## src/rtl/sport_abuf_pkg.sv

```systemverilog
// Shared types and constants for the SPORT0 autobuffer controller.
package sport_abuf_pkg;

    localparam int AW_DEF = 14;

    typedef enum logic [1:0] {
        ST_IDLE = 2'd0,
        ST_REQ  = 2'd1,
        ST_ACK  = 2'd2
    } state_t;

    localparam logic [2:0] SEL_TBASE = 3'd0;
    localparam logic [2:0] SEL_TLEN  = 3'd1;
    localparam logic [2:0] SEL_TMOD  = 3'd2;
    localparam logic [2:0] SEL_RBASE = 3'd3;
    localparam logic [2:0] SEL_RLEN  = 3'd4;
    localparam logic [2:0] SEL_RMOD  = 3'd5;

    localparam logic CH_TX = 1'b0;
    localparam logic CH_RX = 1'b1;

endpackage

```

## src/rtl/sport_abuf_dag.sv

```systemverilog
// Per-channel circular address generator: addr = BASE + offset, combinational next offset/wrap.
// Offset advances only on step; a BASE or LEN write resets it and wins over a coincident step.
module sport_abuf_dag
    import sport_abuf_pkg::*;
#(
    parameter int AW = AW_DEF
) (
    input  logic          clk,
    input  logic          rst,
    input  logic          wr_base,
    input  logic          wr_len,
    input  logic          wr_mod,
    input  logic [AW-1:0] wdata,
    input  logic          step,
    output logic [AW-1:0] addr,
    output logic          wrap
);

    logic [AW-1:0] base;
    logic [AW-1:0] len;
    logic [AW-1:0] mod;
    logic [AW-1:0] offset;
    logic [AW-1:0] offset_nxt;
    logic [AW:0]   sum;

    // Low bits of (sum - len) equal the true difference whenever sum >= len.
    always_comb begin
        sum        = {1'b0, offset} + {1'b0, mod};
        offset_nxt = sum[AW-1:0];
        wrap       = 1'b0;
        if ((len != '0) && (sum >= {1'b0, len})) begin
            offset_nxt = sum[AW-1:0] - len;
            wrap       = 1'b1;
        end
    end

    assign addr = base + offset;

    always_ff @(posedge clk or posedge rst) begin
        if (rst) begin
            base   <= '0;
            len    <= '0;
            mod    <= '0;
            offset <= '0;
        end else begin
            if (wr_base) base <= wdata;
            if (wr_len)  len  <= wdata;
            if (wr_mod)  mod  <= wdata;
            if (wr_base || wr_len) begin
                offset <= '0;
            end else if (step) begin
                offset <= offset_nxt;
            end
        end
    end

endmodule

```

## src/rtl/sport_abuf_ctl.sv

```systemverilog
// SPORT0 autobuffer controller: arbitrates TX/RX requests (RX first) onto one DM cycle; DM_req 1 cycle after eligible, ack 1 cycle after grant.
// Holds DM_req/DM_addr stable until DM_gnt; dropping ABUF_EN aborts without ack. SPORT_ABUF_STATS_EN adds TCNT/RCNT.
module sport_abuf_ctl
    import sport_abuf_pkg::*;
#(
    parameter int AW = AW_DEF
) (
    input  logic          DSPCLK,
    input  logic          RST,
    input  logic          ABUF_EN,
    input  logic          TSreq,
    input  logic          RSreq,
    input  logic          CFG_we,
    input  logic [2:0]    CFG_sel,
    input  logic [15:0]   CFG_data,
    input  logic          DM_gnt,
    output logic          DM_req,
    output logic [AW-1:0] DM_addr,
    output logic          DM_wr,
    output logic          TSack,
    output logic          RSack,
    output logic          Twrap,
    output logic          Rwrap
`ifdef SPORT_ABUF_STATS_EN
    ,
    output logic [7:0]    TCNT,
    output logic [7:0]    RCNT
`endif
);

    state_t        state;
    state_t        state_nxt;
    logic          ch;
    logic          t_served;
    logic          r_served;
    logic          t_elig;
    logic          r_elig;
    logic [AW-1:0] t_addr;
    logic [AW-1:0] r_addr;
    logic          t_wrap;
    logic          r_wrap;
    logic          t_step;
    logic          r_step;
    logic [AW-1:0] cfg_wdata;
    logic          cfg_data_unused;

    assign cfg_wdata       = CFG_data[AW-1:0];
    assign cfg_data_unused = ^CFG_data[15:AW];

    sport_abuf_dag #(.AW(AW)) u_tx_dag (
        .clk     (DSPCLK),
        .rst     (RST),
        .wr_base (CFG_we && (CFG_sel == SEL_TBASE)),
        .wr_len  (CFG_we && (CFG_sel == SEL_TLEN)),
        .wr_mod  (CFG_we && (CFG_sel == SEL_TMOD)),
        .wdata   (cfg_wdata),
        .step    (t_step),
        .addr    (t_addr),
        .wrap    (t_wrap)
    );

    sport_abuf_dag #(.AW(AW)) u_rx_dag (
        .clk     (DSPCLK),
        .rst     (RST),
        .wr_base (CFG_we && (CFG_sel == SEL_RBASE)),
        .wr_len  (CFG_we && (CFG_sel == SEL_RLEN)),
        .wr_mod  (CFG_we && (CFG_sel == SEL_RMOD)),
        .wdata   (cfg_wdata),
        .step    (r_step),
        .addr    (r_addr),
        .wrap    (r_wrap)
    );

    // Served flags block re-service while the SPORT is still dropping its request.
    assign t_elig = ABUF_EN && TSreq && !t_served;
    assign r_elig = ABUF_EN && RSreq && !r_served;

    always_ff @(posedge DSPCLK or posedge RST) begin
        if (RST) state <= ST_IDLE;
        else     state <= state_nxt;
    end

    always_comb begin
        state_nxt = state;
        DM_req    = 1'b0;
        TSack     = 1'b0;
        RSack     = 1'b0;
        Twrap     = 1'b0;
        Rwrap     = 1'b0;
        t_step    = 1'b0;
        r_step    = 1'b0;
        case (state)
            ST_IDLE: begin
                if (t_elig || r_elig) state_nxt = ST_REQ;
            end
            ST_REQ: begin
                DM_req = 1'b1;
                if (DM_gnt)        state_nxt = ST_ACK;
                else if (!ABUF_EN) state_nxt = ST_IDLE;
            end
            ST_ACK: begin
                state_nxt = ST_IDLE;
                if (ch == CH_RX) begin
                    RSack  = 1'b1;
                    Rwrap  = r_wrap;
                    r_step = 1'b1;
                end else begin
                    TSack  = 1'b1;
                    Twrap  = t_wrap;
                    t_step = 1'b1;
                end
            end
            default: state_nxt = ST_IDLE;
        endcase
    end

    // Channel, address and direction are captured once so CFG writes cannot move an issued request.
    always_ff @(posedge DSPCLK or posedge RST) begin
        if (RST) begin
            ch      <= CH_TX;
            DM_addr <= '0;
            DM_wr   <= 1'b0;
        end else if (state == ST_IDLE) begin
            if (r_elig) begin
                ch      <= CH_RX;
                DM_addr <= r_addr;
                DM_wr   <= 1'b1;
            end else if (t_elig) begin
                ch      <= CH_TX;
                DM_addr <= t_addr;
                DM_wr   <= 1'b0;
            end
        end
    end

    always_ff @(posedge DSPCLK or posedge RST) begin
        if (RST) begin
            t_served <= 1'b0;
            r_served <= 1'b0;
        end else begin
            if (t_step)      t_served <= 1'b1;
            else if (!TSreq) t_served <= 1'b0;
            if (r_step)      r_served <= 1'b1;
            else if (!RSreq) r_served <= 1'b0;
        end
    end

`ifdef SPORT_ABUF_STATS_EN
    always_ff @(posedge DSPCLK or posedge RST) begin
        if (RST) begin
            TCNT <= '0;
            RCNT <= '0;
        end else begin
            if (CFG_we && (CFG_sel == SEL_TBASE)) TCNT <= '0;
            else if (t_step && (TCNT != 8'hFF))   TCNT <= TCNT + 8'd1;
            if (CFG_we && (CFG_sel == SEL_RBASE)) RCNT <= '0;
            else if (r_step && (RCNT != 8'hFF))   RCNT <= RCNT + 8'd1;
        end
    end
`endif

endmodule

```

## config.mk

```make
export PLATFORM = sky130hd
export DESIGN_NAME = sport_abuf_ctl
export DESIGN_NICKNAME = d
export VERILOG_FILES = /design/src/rtl/sport_abuf_pkg.sv /design/src/rtl/sport_abuf_dag.sv /design/src/rtl/sport_abuf_ctl.sv
export SDC_FILE = /design/constraint.sdc
export NUM_CORES = 1
export LEC_CHECK = 0
export CORE_MARGIN = 2
export CORE_UTILIZATION = 35
export DETAILED_ROUTE_END_ITERATION = 7
export SYNTH_ARGS = -nofsm -noshare
export SYNTH_HDL_FRONTEND = slang
export SYNTH_SLANG_ARGS = --single-unit
```

## constraint.sdc

```tcl
create_clock -name DSPCLK -period 9.05 [get_ports DSPCLK]
set_clock_uncertainty 0.15 [all_clocks]
set_input_delay 2.2625 -clock DSPCLK [delete_from_list [all_inputs] [get_ports DSPCLK]]
set_output_delay 2.2625 -clock DSPCLK [all_outputs]
set_load 0.005 [all_outputs]
```

==> flow_summary.toml, run 1 <==
[clocking]
htree_num_levels = 4
cts-buffers-inserted = 17
cts_sinks = 131
clkLatencyLatePin_ns = 0.43
cts.clk_slew.worst_paths_ns = 0.06
cts_resized = 0
cts_setup_buffers = 0
clockRootBuffer = "clkbuf_16"
cts_hold_buf = 0
clk_path_buf_depth = 2
cts_tree = "yes"

[logic_synthesis]
ys_types = 62
synth_compound_area_share_pct = 17.8
syn-cell-area_um2 = 8830
syn_area_per_cell_um2 = 9.49
synthAdderAreaFrac_pct = 13.0
async_flop_share_pct = 100
synth_xor_area_share_pct = 5.65
synth_top_family_by_area = "compound AO/OA/AOI/OAI gates"
yosys-top-cells-count = "dfrtp_1, nand2_1, o21ai_0"
yosys.area_share.simple_pct = 13.2
synthTopCellsByArea = "dfrtp_1, ha_1, mux2_2"
ys_seq_area_share_pct = 37.1
synth.top_cell.area_share_pct = 37.1
syn_inst = 931
synth_warnings = 0
synth_nets = 1045
synth_ff_type = "dfrtp_1"
yosys.cell_count.top_type = "dfrtp_1"
yosys-mux-area-fraction_pct = 9.63
synth_edf_count = 0
yosysTopAreaCell = "dfrtp_1"
ys_seq_elements = 131

[detailed_routing]
vias_per_cell = 5.19
wl_per_cell_um = 16.0
drtIter0Drc = 355
drtPass1Iterations = 5
drc_errors = 0
ant_nets = 0
wirelength_mm = 21.2
num_vias = 6841

[floorplanning]
die_x_um = 163
core_um2 = 25000
chipHeight_um = 163
start_util_pct = 35.4
num_rows = 58
io_pins = 46
die_area_um2 = 26500

[global_routing]
grt_usage_pct = 16.9
grt_pass1_vias = 6607
grt_max_degree = 74
antenna_found_initial = 0
grt_overflow = 0
grt_pass1_wl_mm = 35.1

[placement]
dpl-instance-area_um2 = 9640
io_buffers = 43
dp.cells = 1287
place_congestion = 0.825
dp_hpwl_mm = 16.2

[layout]
area_growth_pct = 16.4
finalNonFillerCells = 1319
fin_nets = 1090
fin_area_um2 = 10300
drive_above_1_share_pct = 10.8
antenna_cells = 0

[power]
vdd_drop_max_mv = 0.158
p_total_mw = 4.18
leakagePower_nw = 4.61
cellPowerDensity_nw_per_um2 = 407

[sta]
finalSetupViolations = 0
rsz0062_at_grt = "no"
post-route-period-util_pct = 89.4
hold_viol = 0
slew_headroom_pct = 23.5
timing.setup.tns_ns = 0
fmax_mhz = 124
slew_viol_final = 0
worst_pin_slew_ns = 1.15
holdWs_ns = 0.330
post-route-min-period_ns = 8.09

[worst_setup_path]
crit_arrival_ns = 5.68
cp_max_fo = 20
cp_data_required_time_ns = 6.64
path_class = "flip-flop to primary output"
critPathLaunchType = "flip-flop"
endpoint_kind = "primary output"

[worst_hold_path]
hold_path_class = "flip-flop to flip-flop"

[status]
status = "finished clean"

[job]
cap_violations = 0
-- per-stage QoR --
stage,util (%),setup slack [ns]
after floorplan,-,3.01
after CTS,41.2,0.965
after global placement,38.6,1.49
final,41.2,0.959
after detailed placement,38.6,1.44
after global routing,41.2,0.423
-- flip-flops by register name, summed over array words and instances, names as in the netlist --
name / flops
DM_addr: 14
ch: 1
r_served: 1
state: 2
t_served: 1
u_rx_dag.base: 14
u_rx_dag.len: 14
u_rx_dag.mod: 14
u_rx_dag.offset: 14
u_tx_dag.base: 14
u_tx_dag.len: 14
u_tx_dag.mod: 14
u_tx_dag.offset: 14
-- path summary, 6_finish.rpt --
path                            depth (start not counted)               start            endpoint  slack, ns
worst max-delay path                                   18  u_tx_dag.offset[0]               Twrap       0.96
worst min-delay path                                    2          DM_addr[1]          DM_addr[1]       0.33
worst max register to register                         18  u_tx_dag.offset[0]  u_tx_dag.offset[6]       3.70
worst min register to register                          2          DM_addr[1]          DM_addr[1]       0.33
max in group asynchronous                               3                 RST     u_rx_dag.len[1]       5.25
min in group asynchronous                               2                 RST          DM_addr[7]       2.13
-- power by group --
group | total, mW | switching (mW) | internal, mW
Clock | 0.743 | 0.267 | 0.476
Combinational | 2.56 | 1.40 | 1.16
Sequential | 0.875 | 0.123 | 0.751
Total | 4.18 | 1.79 | 2.39
-- cells by family (layout without fill, tap and decap cells) --
family                   after synthesis  after routing
adder cells (fa/ha/maj)               88             88
XOR/XNOR                              57             57
AND/OR/NAND/NOR                      249            249
multiplexers                          78             78
buffers and inverters                 81            139
AO/OA/AOI/OAI                        247            247
flip-flops                           131            131
-- critical path, stage by stage, from the launching register on --
cell	delay, ns
dfrtp_1	0.37
ha_1	0.18
inv_1	0.05
fa_1	0.40
nor2b_1	0.12
o21ai_0	0.11
a21boi_1	0.32
o21ai_0	0.25
o21ai_0	0.41
xor2_1	0.15
ha_1	0.38
and4_1	0.25
nand3_1	0.11
nor3_1	0.24
a2111oi_0	0.11
o311a_1	0.15
a21oi_2	0.90
and2_1	0.23
clkdlybuf4s50_1	0.49
-- area by class of cell --
cell class | count | area, um^2
Inverter | 58 | 223
Multi-Input combinational cell | 719 | 5250
Sequential cell | 131 | 3280
Clock buffer | 20 | 457
Clock inverter | 12 | 179
Fill cell | 2533 | 14700
Tap cell | 330 | 413
Timing Repair Buffer | 49 | 475
-- layout by cell type, fill, tap and decap left out, types with 5 or more instances in the layout --
cell / count
a211oi_1: 16
a21o_1: 20
a21oi_1: 55
a31oi_1: 7
and2_1: 6
buf_4: 6
clkbuf_16: 17
clkdlybuf4s50_1: 43
dfrtp_1: 131
fa_1: 6
ha_1: 82
inv_1: 57
mux2_2: 56
mux2i_1: 22
nand2_1: 90
nand2b_1: 9
nand3_1: 12
nand3b_1: 5
nand4_1: 7
nor2_1: 63
nor2b_1: 18
nor3_1: 11
nor4_1: 9
o211ai_1: 6
o21a_1: 14
o21ai_0: 85
o21bai_1: 5
xnor2_1: 39
xor2_1: 18
-- routing by layer --
metal	GRT usage, %	wire [um]	up-vias
met2	26.2	9410	102
met1	24.6	10900	3299
li1	-	-	3420
met5	0	0	-
met4	4.79	287	0
met3	2.39	543	20
Power figures use the tool's default switching activity.
==> run 2: changes to the inputs <==
--- a/config.mk
+++ b/config.mk
@@ -8,6 +8,7 @@
 export CORE_MARGIN = 2
 export CORE_UTILIZATION = 35
 export DETAILED_ROUTE_END_ITERATION = 7
+export RECOVER_POWER = 50
 export SYNTH_ARGS = -nofsm -noshare
 export SYNTH_HDL_FRONTEND = slang
 export SYNTH_SLANG_ARGS = --single-unit
==> run 2 against run 1 <==
Against the previous run:
- the flow now finishes with violations (capacitance limit, slew limit)
- worst hold slack worse by 0.0051 ns
- via count about the same
- global-route usage did not move
- worst setup slack about the same
- flip-flop and latch count stayed put
- total power decreased by 0.37%
- first-iteration DRC count unchanged
- non-clock buffer count did not move
- critical endpoint unchanged
- highest routed layer unchanged
==> flow_summary.toml, run 2 (synthesized netlist as in run 1, its figures left out) <==
[job]
cap_violations = 3

[sta]
fmax_mhz = 124
timing.setup.tns_ns = 0
holdWs_ns = 0.325
finalSetupViolations = 0
slew_headroom_pct = -91.0
slew_viol_final = 163
rsz0062_at_grt = "no"
worst_pin_slew_ns = 2.83
post-route-period-util_pct = 89.4
hold_viol = 0
post-route-min-period_ns = 8.09

[detailed_routing]
vias_per_cell = 5.19
num_vias = 6847
wl_per_cell_um = 16.0
wirelength_mm = 21.2
drc_errors = 0
ant_nets = 0
drtPass1Iterations = 5
drtIter0Drc = 355

[worst_setup_path]
cp_data_required_time_ns = 6.64
cp_top_family = "compound AO/OA/AOI/OAI gates"
critPathMaxStageDelay_ns = 0.90
crit_cells = 18
rr_worst_depth = 18
critical_path.cell_chain = "ha_1 > inv_1 > fa_1 > nor2b_1 > o21ai_0 > a21boi_1 > o21ai_0 > o21ai_0 > xor2_1 > ha_1 > and4_1 > nand3_1 > nor3_1 > a2111oi_0 > o311a_1 > a21oi_2 > and2_1 > clkdlybuf4s50_1"
path_class = "flip-flop to primary output"
crit_arrival_ns = 5.68
cp_max_fo = 20
endpoint_kind = "primary output"
critPathLaunchType = "flip-flop"
path_buf_inv = 2
path_common_cell = "o21ai_0"
slowest_stage = "a21oi_2"

[floorplanning]
num_rows = 58
io_pins = 46
start_util_pct = 35.4
core_um2 = 25000
die_x_um = 163
chipHeight_um = 163
die_area_um2 = 26500

[power]
cellPowerDensity_nw_per_um2 = 407
vdd_drop_max_mv = 0.158
leakagePower_nw = 4.60

[clocking]
cts-buffers-inserted = 17
clkLatencyLatePin_ns = 0.43
htree_num_levels = 4
cts_sinks = 131
clk_path_buf_depth = 2
cts_tree = "yes"
cts_setup_buffers = 0
cts.clk_slew.worst_paths_ns = 0.06
cts_hold_buf = 0
clockRootBuffer = "clkbuf_16"
cts_resized = 0

[placement]
dp.cells = 1287
io_buffers = 43
dp_hpwl_mm = 16.2
place_congestion = 0.825

[layout]
antenna_cells = 0
finalNonFillerCells = 1319
layout_common_cells = "dfrtp_1, nand2_1, o21ai_0, ha_1, nor2_1"
mostFrequentLayoutCell = "dfrtp_1"
fin_nets = 1090
drive_above_1_share_pct = 10.1
area_growth_pct = 16.0

[global_routing]
grt_overflow = 0
grt_pass1_wl_mm = 35.1
grt_pass1_vias = 6607
grt_max_degree = 74
antenna_found_initial = 0
grt_usage_pct = 16.9

[worst_hold_path]
hold_path_class = "flip-flop to flip-flop"
min_path_cells = 2

[status]
violations = "capacitance limit, slew limit"
status = "finished with violations"
## run 2: changes by cell type in the layout (fill, tap and decap cells not counted)
cell	before	now
buf_4	6	0
clkbuf_1	1	6
inv_6	2	1
clkdlybuf4s50_1	43	21
o21ai_2	1	0
nor3_1	11	12
nor3_2	1	0
clkinvlp_2	0	1
dlygate4sd3_1	0	22
o21ai_0	85	86
clkbuf_2	0	1
## run 2: area by class of cell
class                   instances  area [um^2]
clock buffers                  20          457
clock inverters                12          179
fillers                      2543        14700
inverters                      58          219
multi-input cells             719         5240
flip-flops and latches        131         3280
well taps                     330          413
repair buffers                 49          454
## run 2: stage by stage
step                instance area (um^2)  power [mW]  setup slack (ns)  util (%)
floorplan                           8830        2.85              3.01         -
global placement                    9640        3.40              1.49      38.6
detailed placement                  9640        3.42              1.44      38.6
CTS                                10300        4.19             0.965      41.2
global route                       10200        4.54             0.423      41.0
finish                             10200        4.17             0.960      41.0
## run 2: worst paths after layout
kind	start	end	slack, ns
max in group asynchronous	RST	u_rx_dag.len[0]	3.14
min in group asynchronous	RST	DM_addr[7]	2.88
worst min-delay path	DM_addr[1]	DM_addr[1]	0.32
worst min register to register	DM_addr[1]	DM_addr[1]	0.32
worst max register to register	u_tx_dag.offset[0]	u_tx_dag.offset[8]	3.69
worst max-delay path	u_tx_dag.offset[0]	Twrap	0.96
## run 2: worst reg2reg max path, cell delays in order, from the launching register on
cell and delay (ns):
dfrtp_1 0.37, ha_1 0.18, inv_1 0.05, fa_1 0.40, nor2b_1 0.12, o21ai_0 0.11, a21boi_1 0.32, o21ai_0 0.26
o21ai_0 0.41, xor2_1 0.15, ha_1 0.38, and4_1 0.25, nand3_1 0.11, nor3_1 0.24, a2111oi_0 0.11, o311a_1 0.15
a21oi_2 0.90, o21ai_0 0.28, a211oi_1 0.30
## run 2: report_power, final
part | switching (mW) | total, mW | internal, mW
clock network | 0.268 | 0.744 | 0.476
registers | 0.122 | 0.874 | 0.752
logic | 1.40 | 2.55 | 1.15
total | 1.79 | 4.17 | 2.38
## run 2: routing by layer
layer / vias up / share of wire, % / routed length [um] / GRT usage [%]
met5: - / 0 / 0 / 0
met4: 0 / 1.4 / 288 / 4.79
met3: 20 / 2.9 / 615 / 2.39
met2: 120 / 44 / 9400 / 26.2
met1: 3285 / 51 / 10900 / 24.6
li1: 3422 / - / - / -
==> run 3: changes to the inputs <==
--- a/config.mk
+++ b/config.mk
@@ -5,6 +5,7 @@
 export SDC_FILE = /design/constraint.sdc
 export NUM_CORES = 1
 export LEC_CHECK = 0
+export ABC_CLOCK_PERIOD_IN_PS = 9050
 export CORE_MARGIN = 2
 export CORE_UTILIZATION = 35
 export DETAILED_ROUTE_END_ITERATION = 7
==> results of run 3 <==
Final layout, timing and power as in run 2 (identical DEF).
